### src/rtl/miriscv_apb_pkg.sv
// Shared types for the core-to-APB3 bridge and the SoC peripheral decoders.
package miriscv_apb_pkg;

  localparam int PERIPH_REGION_BIT = 31;

  typedef enum logic [1:0] {
    IDLE   = 2'd0,
    SETUP  = 2'd1,
    ACCESS = 2'd2,
    RESP   = 2'd3
  } apb_state_e;

endpackage

### src/rtl/miriscv_apb_bridge.sv
// Core data bus to NSLV-slot APB3 bridge with wait states and PSLVERR reporting.
// Optional ACCESS-phase timeout is enabled by defining `MIRISCV_APB_TIMEOUT_EN.
module miriscv_apb_bridge
  import miriscv_apb_pkg::*;
#(
  parameter int NSLV        = 2,
  parameter int DATA_W      = 32,
  parameter int ADDR_W      = 32,
  parameter int SEL_LSB     = 12,
  parameter int TIMEOUT_CYC = 255
) (
  input  logic                   clk_i,
  input  logic                   arst_i,
  input  logic                   data_req_i,
  input  logic                   data_we_i,
  input  logic [DATA_W/8-1:0]    data_be_i,
  input  logic [ADDR_W-1:0]      data_addr_i,
  input  logic [DATA_W-1:0]      data_wdata_i,
  output logic                   data_gnt_o,
  output logic                   data_rvalid_o,
  output logic [DATA_W-1:0]      data_rdata_o,
  output logic                   data_err_o,
  output logic [NSLV-1:0]        psel_o,
  output logic                   penable_o,
  output logic                   pwrite_o,
  output logic [ADDR_W-1:0]      paddr_o,
  output logic [DATA_W-1:0]      pwdata_o,
  output logic [DATA_W/8-1:0]    pstrb_o,
  input  logic [NSLV*DATA_W-1:0] prdata_i,
  input  logic [NSLV-1:0]        pready_i,
  input  logic [NSLV-1:0]        pslverr_i
);

  localparam int BE_W  = DATA_W / 8;
  localparam int IDX_W = (NSLV > 1) ? $clog2(NSLV) : 1;
  localparam int PW    = (NSLV * DATA_W > 1) ? $clog2(NSLV * DATA_W) : 1;

  if (NSLV < 1 || NSLV > 16) begin : g_bad_nslv
    $error("miriscv_apb_bridge: NSLV must be 1..16");
  end
  if (TIMEOUT_CYC < 1) begin : g_bad_timeout
    $error("miriscv_apb_bridge: TIMEOUT_CYC must be >= 1");
  end

  apb_state_e        state_q, state_d;
  logic [ADDR_W-1:0] addr_q, addr_d;
  logic [DATA_W-1:0] wdata_q, wdata_d;
  logic [BE_W-1:0]   be_q, be_d;
  logic              we_q, we_d;
  logic [IDX_W-1:0]  slot_q, slot_d;
  logic [DATA_W-1:0] rdata_q, rdata_d;
  logic              err_q, err_d;
  logic [NSLV-1:0]   psel_q, psel_d;
  logic              penable_q, penable_d;

  logic [IDX_W-1:0]  req_idx;
  logic              req_oob;
  logic              gnt;
  logic              timeout;
  logic [PW-1:0]     rd_base;
  logic [DATA_W-1:0] prdata_sel;

  if (NSLV > 1) begin : g_idx
    assign req_idx = data_addr_i[SEL_LSB +: IDX_W];
  end else begin : g_idx_single
    assign req_idx = '0;
  end

  assign req_oob    = int'(req_idx) >= NSLV;
  assign rd_base    = PW'(slot_q) * PW'(DATA_W);
  assign prdata_sel = prdata_i[rd_base +: DATA_W];
  assign gnt        = data_req_i & ((state_q == IDLE) | (state_q == RESP));

`ifdef MIRISCV_APB_TIMEOUT_EN
  localparam int CNT_RAW = $clog2(TIMEOUT_CYC + 1);
  localparam int CNT_W   = (CNT_RAW < 8) ? 8 : ((CNT_RAW > 32) ? 32 : CNT_RAW);

  logic [CNT_W-1:0] cnt_q, cnt_d;

  always_comb begin
    cnt_d = cnt_q;
    if (state_d == SETUP)       cnt_d = '0;
    else if (state_q == ACCESS) cnt_d = cnt_q + 1'b1;
  end

  // Fires in the TIMEOUT_CYC-th ACCESS cycle when the slot is still not ready.
  assign timeout = (state_q == ACCESS) && (cnt_q == CNT_W'(TIMEOUT_CYC - 1));

  always_ff @(posedge clk_i or posedge arst_i) begin
    if (arst_i) cnt_q <= '0;
    else        cnt_q <= cnt_d;
  end
`else
  assign timeout = 1'b0;
`endif

  always_comb begin
    state_d = state_q;
    addr_d  = addr_q;
    wdata_d = wdata_q;
    be_d    = be_q;
    we_d    = we_q;
    slot_d  = slot_q;
    rdata_d = rdata_q;
    err_d   = err_q;

    case (state_q)
      SETUP:  state_d = ACCESS;
      ACCESS: begin
        if (pready_i[slot_q]) begin
          state_d = RESP;
          rdata_d = we_q ? '0 : prdata_sel;
          err_d   = pslverr_i[slot_q];
        end else if (timeout) begin
          state_d = RESP;
          rdata_d = '0;
          err_d   = 1'b1;
        end
      end
      RESP:    state_d = IDLE;
      default: state_d = state_q;
    endcase

    if (gnt) begin
      addr_d  = data_addr_i;
      wdata_d = data_wdata_i;
      be_d    = data_be_i;
      we_d    = data_we_i;
      slot_d  = req_idx;
      if (req_oob) begin
        state_d = RESP;
        rdata_d = '0;
        err_d   = 1'b1;
      end else begin
        state_d = SETUP;
      end
    end

    psel_d    = '0;
    if ((state_d == SETUP) || (state_d == ACCESS)) psel_d = NSLV'(1) << slot_d;
    penable_d = (state_d == ACCESS);
  end

  always_ff @(posedge clk_i or posedge arst_i) begin
    if (arst_i) begin
      state_q   <= IDLE;
      addr_q    <= '0;
      wdata_q   <= '0;
      be_q      <= '0;
      we_q      <= 1'b0;
      slot_q    <= '0;
      rdata_q   <= '0;
      err_q     <= 1'b0;
      psel_q    <= '0;
      penable_q <= 1'b0;
    end else begin
      state_q   <= state_d;
      addr_q    <= addr_d;
      wdata_q   <= wdata_d;
      be_q      <= be_d;
      we_q      <= we_d;
      slot_q    <= slot_d;
      rdata_q   <= rdata_d;
      err_q     <= err_d;
      psel_q    <= psel_d;
      penable_q <= penable_d;
    end
  end

  assign data_gnt_o    = gnt;
  assign data_rvalid_o = (state_q == RESP);
  assign data_rdata_o  = rdata_q;
  assign data_err_o    = err_q;
  assign psel_o        = psel_q;
  assign penable_o     = penable_q;
  assign pwrite_o      = we_q;
  assign paddr_o       = addr_q;
  assign pwdata_o      = wdata_q;
  assign pstrb_o       = be_q;

endmodule

### config.mk
export PLATFORM = sky130hd
export DESIGN_NAME = miriscv_apb_bridge
export DESIGN_NICKNAME = d
export VERILOG_FILES = /design/src/rtl/miriscv_apb_pkg.sv /design/src/rtl/miriscv_apb_bridge.sv
export SDC_FILE = /design/constraint.sdc
export NUM_CORES = 1
export LEC_CHECK = 0
export CAP_MARGIN = 40
export CORE_MARGIN = 3
export CORE_UTILIZATION = 40
export CTS_CLUSTER_DIAMETER = 150
export DETAILED_ROUTE_END_ITERATION = 6
export GPL_TIMING_DRIVEN = 1
export PLACE_DENSITY = 0.81
export SYNTH_ARGS = -nofsm -noshare
export SYNTH_HDL_FRONTEND = slang
export SYNTH_SLANG_ARGS = --single-unit
### constraint.sdc
create_clock -name clk_i -period 4 [get_ports clk_i]
set_input_delay 0.4 -clock clk_i [delete_from_list [all_inputs] [get_ports clk_i]]
set_output_delay 0.4 -clock clk_i [all_outputs]
set_load 0.05 [all_outputs]
==> run metrics, run 1 <==
final setup TNS=0 ns; Max stage delay cell, worst path=clkdlybuf4s50_1; fmax=385 MHz; synth top area cells=dfrtp_1 (58%), nand2_1 (17%), mux2_4 (9.3%); drt wl/cell=16.4 um; Cell Area, Synth=0.00469 sq mm; Detail Route Antenna Nets=0; drt drc=0; post-synth top area cell=dfrtp_1; total wire length=13800 um; clock buffer depth=2; critical-path cell list=inv_1 > ha_1 > nand2b_2 > inv_2 > clkdlybuf4s50_1; maximum level of the CTS H-tree=3; router iterations before antenna repair=4; routed vias/inst=4.78; post-CTS resize count=0; critical path launch point type=register; Mean Syn Cell Area=10.3 sq um; synth unique cells=22; Tmin final=2.60 ns; CP required=3.60 ns; number of port buffers=246; Initial DRC Count=143; FF+latch count, synth=108; status=completed; gr usage total=0.207; total power=0.00737 W; Synth top area share=0.577; chip width=114 um; Setup Buffers After CTS=0; LEAKAGE=3.70 nW; fin crit share=0.649; sequential area share after synthesis=0.577; RePlAce Congestion=0.787; row cnt=38; Slew @ Worst Pin=0.739 ns; final number of hold-violating endpoints=0; Max-Slew Margin vs Limit=0.507; hold crit path type=in2async; Initial Utilization=0.421; Root Buffer=clkbuf_16; Worst-path clk slew=0.07 ns; Skew-Pair Late Insertion Delay=0.33 ns; Arr. time, crit path=2.20 ns; DIE AREA=0.0131 sq mm; post-synthesis cell count=457; total gr overflow=0; WS Path Type=reg2out; pwr dens=975 mW/mm^2; max-slew violations=0; initial antenna violation count=0; RSZ-0062 raised after global routing=no; crit end category=output port; Sink Count=108; number of buffers created by CTS=9; maximum VDD drop=0.591 mV; nets=839; DP HPWL=10400 um; CTS tree=yes; fraction of layout cells with a size suffix above 1=0.0886; pin count of the biggest net entering global routing=73; first-pass GRT wire length=21400 um; Antenna Cells=0; DIE HEIGHT=114 um; Net Count, Synth=601; synth warn=0; Final setup viols=0; vias in the first global route=4255; CP max stage delay=0.84 ns; vias=4017; Placeable Area=0.0111 sq mm; Max FO, Critical Path=3; max cap viols=0; # hold bufs at CTS=0; area grow syn2layout=61.3%; Post-Route Skew=0.00562 ns; Boundary Pins=247
==> cell families (layout without fill, tap and decap cells) <==
| group | count (synthesis) | after routing | share of synthesized area |
|---|---|---|---|
| AND/OR/NAND/NOR | 243 | 243 | 0.197 |
| flip-flops | 108 | 108 | 0.577 |
| multiplexers | 67 | 67 | 0.175 |
| buffers and inverters | 30 | 273 | 0.0328 |
| AO/OA/AOI/OAI | 5 | 5 | 0.00721 |
| adder cells (fa/ha/maj) | 4 | 4 | 0.0107 |
==> worst paths after layout <==
kind	start	end	slack [ns]	cells after the start
hold / removal	arst_i	pwdata_o[30]	0.44	2
min in group clk_i	paddr_o[23]	paddr_o[23]	0.47	2
setup reg to reg	state_q[0]	psel_o[1]	1.86	7
hold reg to reg	paddr_o[23]	paddr_o[23]	0.47	2
setup / recovery	state_q[0]	data_gnt_o	1.40	5
max in group asynchronous	arst_i	slot_q	2.71	4
==> cells in the mapped netlist, drive strengths merged <==
library cell and number:
mux2i 33, nand2b 1, nand2 208, nor2 33, buf 11, nor2b 1
mux2 34, a21oi 1, clkbuf 15, dfrtp 108, o211ai 1, o211a 1
ha 4, o21ai 1, a31oi 1, inv 4
==> state kept, by name, indices dropped and copies added (netlist names) <==
register,cells
data_err_o,1
data_rdata_o,32
paddr_o,32
penable_o,1
psel_o,2
pstrb_o,4
pwdata_o,32
pwrite_o,1
slot_q,1
state_q,2
==> where the power goes <==
part,total (W),switching [W],internal [W]
combinational,0.00458,0.00296,0.00161
clock,0.000885,0.000370,0.000515
sequential,0.00191,0.000290,0.00162
total,0.00737,0.00362,0.00375
==> worst max-delay path, delay by kind of cell, from the launching register on <==
family / cells / cell delay, ns
adders and majority gates: 1 / 0.32
buffers and inverters: 3 / 0.98
DFF: 1 / 0.37
and+or+nand+nor: 1 / 0.20
==> per-stage QoR <==
| step | instance area [sq um] | util | worst slack [ns] | cells | hold slack, ns |
|---|---|---|---|---|---|
| floorplan | 4690 | - | 0.754 | 457 | 0.505 |
| global placement | 7240 | 0.650 | 1.74 | 823 | 0.456 |
| detailed placement | 7260 | 0.652 | 1.74 | 824 | 0.462 |
| CTS | 7560 | 0.679 | 1.37 | 840 | 0.453 |
| global route | 7560 | 0.679 | 1.33 | 840 | 0.465 |
| finish | 7560 | 0.679 | 1.40 | 840 | 0.439 |
==> per-layer routing <==
layer,global-route usage,wire length [um],up-vias
met4,0.0721,312,0
met5,0,0,-
met1,0.249,5440,1918
li1,-,-,1905
met3,0.0566,1120,25
met2,0.358,6880,169
==> cell usage in the layout (no fill, tap or decap), types with 4 or more instances in the layout <==
cell type	synthesis	layout
clkdlybuf4s50_1	0	246
nand2_1	207	207
dfrtp_1	108	107
mux2i_1	33	33
nor2_1	33	33
mux2_4	29	29
clkbuf_16	0	9
buf_4	0	6
mux2_2	5	5
ha_1	4	4
clkinv_2	0	4
==> area by class of cell <==
class / instances / area [sq um]
inverter: 4 / 17.5
fill: 873 / 3570
multi-input combinational: 319 / 1830
timing repair buffer: 253 / 2530
clock buffer: 11 / 253
clock inverter: 5 / 50.0
tap: 140 / 175
sequential: 108 / 2700
No activity file was read; power rests on OpenSTA's default activity.
==> run 2: changes to the inputs <==
==> constraint.sdc (replaced) <==
create_clock -name clk_i -period 2.52 [get_ports clk_i]
set_input_delay 0.252 -clock clk_i [delete_from_list [all_inputs] [get_ports clk_i]]
set_output_delay 0.252 -clock clk_i [all_outputs]
set_load 0.05 [all_outputs]
==> run 2 against run 1 <==
Compared with the run above:
- wire length decreased by 2.6%
- non-clock buffer count increased by 4
- sequential share of layout area decreased by 0.26 points
- total power increased by 58%
- utilization increased by 0.49 points
- global-route usage decreased by 0.77 points
- combinational power increased by 60%
- flip-flop and latch count unchanged
==> run metrics, run 2 (synthesis gave the netlist of run 1 again) <==
area grow syn2layout=62.5%; Initial Utilization=0.421; Initial DRC Count=164; gr usage total=0.199; pwr dens=1530 mW/mm^2; Skew-Pair Late Insertion Delay=0.33 ns; wire length on met3=1070 um; Arr. time, crit path=1.76 ns; Boundary Pins=247; RePlAce Congestion=0.753; first-pass GRT wire length=20600 um; CP startpoint=state_q[0]; WHS=0.355 ns; Max-Slew Margin vs Limit=0.563; met2 wire len=6680 um; max-slew violations=0; Final setup viols=0; Sink Count=108; Tmin final=2.01 ns; Final WS setup=0.506 ns; Setup Buffers After CTS=0; Max FO, Critical Path=14; total wire length=13400 um; fillers=847; Antenna Cells=0; clock buffer depth=2; total gr overflow=0; CP max stage delay=0.36 ns; Slew @ Worst Pin=0.654 ns; critical path launch point type=register; part of the power in registers=0.260; Reg-to-Reg End=psel_o[1]; CTS tree=yes; vias=3985; crit end category=output port; commonest cells after routing, fill and taps aside=clkdlybuf4s50_1 (245), nand2_1 (207), dfrtp_1 (107), mux2i_1 (33), nor2_1 (33); met1 WL=5390 um; RSZ-0062 raised after global routing=no; DIE HEIGHT=114 um; fmax=497 MHz; initial antenna violation count=0; CP required=2.27 ns; fraction of layout cells with a size suffix above 1=0.0952; post-place setup slack=0.680 ns; nets=843; Worst-path clk slew=0.07 ns; drt wl/cell=15.9 um; WS Path Type=reg2out; status=completed; max cap viols=0; switching share of total power=0.494; row cnt=38; chip width=114 um; combinational power share=0.629; critical-path cell list=inv_1 > ha_1 > nand2b_2 > inv_2 > buf_12; DP HPWL=10400 um; router iterations before antenna repair=4; worst setup path endpoint=data_gnt_o; number of port buffers=246; Post-Route Skew=0.00491 ns; Sw Pwr=0.00576 W; commonest non-fill, non-tap cell in the layout=clkdlybuf4s50_1; Max stage delay cell, worst path=dfrtp_1; hold crit path type=in2async; Worst R2R Setup Slack=0.68 ns; drt drc=0; final number of hold-violating endpoints=0; fin crit share=0.799; LEAKAGE=3.71 nW; Placeable Area=0.0111 sq mm; Root Buffer=clkbuf_16; number of buffers created by CTS=9; post-CTS resize count=0; Reg2Reg Depth=6; clock group share of total power=0.111; DIE AREA=0.0131 sq mm; # hold bufs at CTS=0; Detail Route Antenna Nets=0; Internal=0.00591 W; maximum level of the CTS H-tree=3; highest routed layer=met4; routed vias/inst=4.72; pin count of the biggest net entering global routing=45; vias in the first global route=4105; r2r startpoint=state_q[0]; final setup TNS=0 ns; maximum VDD drop=0.861 mV
[run 2: area by class of cell]
cell class | instances | area, sq um | area share
Clock buffer | 10 | 239 | 0.0314
Tap cell | 140 | 175 | 0.0230
Timing Repair Buffer | 257 | 2610 | 0.342
Clock inverter | 6 | 40.0 | 0.00526
Inverter | 4 | 18.8 | 0.00246
Sequential cell | 108 | 2700 | 0.355
Multi-Input combinational cell | 319 | 1830 | 0.241
[run 2: how the worst min path moves through the flow]
stage	startpoint	end	cells after the start
2_1_floorplan	data_addr_i[0]	paddr_o[0]	2
3_3_place_gp	pwdata_o[1]	pwdata_o[1]	2
6_report	arst_i	pwdata_o[12]	2
5_1_grt	arst_i	pwdata_o[12]	2
4_1_cts	arst_i	pwdata_o[12]	2
3_5_place_dp	pstrb_o[3]	pstrb_o[3]	2
[run 2: per-layer routing]
metal | global-route usage | vias to the layer above
met4 | 0.0641 | 0
met1 | 0.241 | 1888
met5 | 0 | -
li1 | - | 1917
met2 | 0.345 | 163
met3 | 0.0555 | 17
[run 2: critical path, delay by kind of cell (launching register included)]
kind	cells	cell delay (ns)
flip-flops	1	0.36
AND/OR/NAND/NOR	1	0.22
adder cells (fa/ha/maj)	1	0.32
buffers and inverters	3	0.51
[run 2: power groups by stage]
stage                     Combinational [W]  Sequential, W  Clock [W]
after floorplan                     0.00225        0.00571          0
after global placement              0.00724        0.00301          0
after detailed placement            0.00740        0.00305          0
after CTS                           0.00741        0.00304    0.00134
after global routing                0.00774        0.00313    0.00143
final                               0.00734        0.00303    0.00130
[run 2: stage by stage]
| step | cells | instance area [sq um] | util | total power, W |
|---|---|---|---|---|
| finish | 844 | 7610 | 0.684 | 0.0117 |
| global route | 844 | 7610 | 0.684 | 0.0123 |
| CTS | 844 | 7610 | 0.684 | 0.0118 |
| detailed placement | 828 | 7340 | 0.659 | 0.0105 |
| global placement | 828 | 7340 | 0.659 | 0.0103 |
| floorplan | 457 | 4690 | - | 0.00796 |
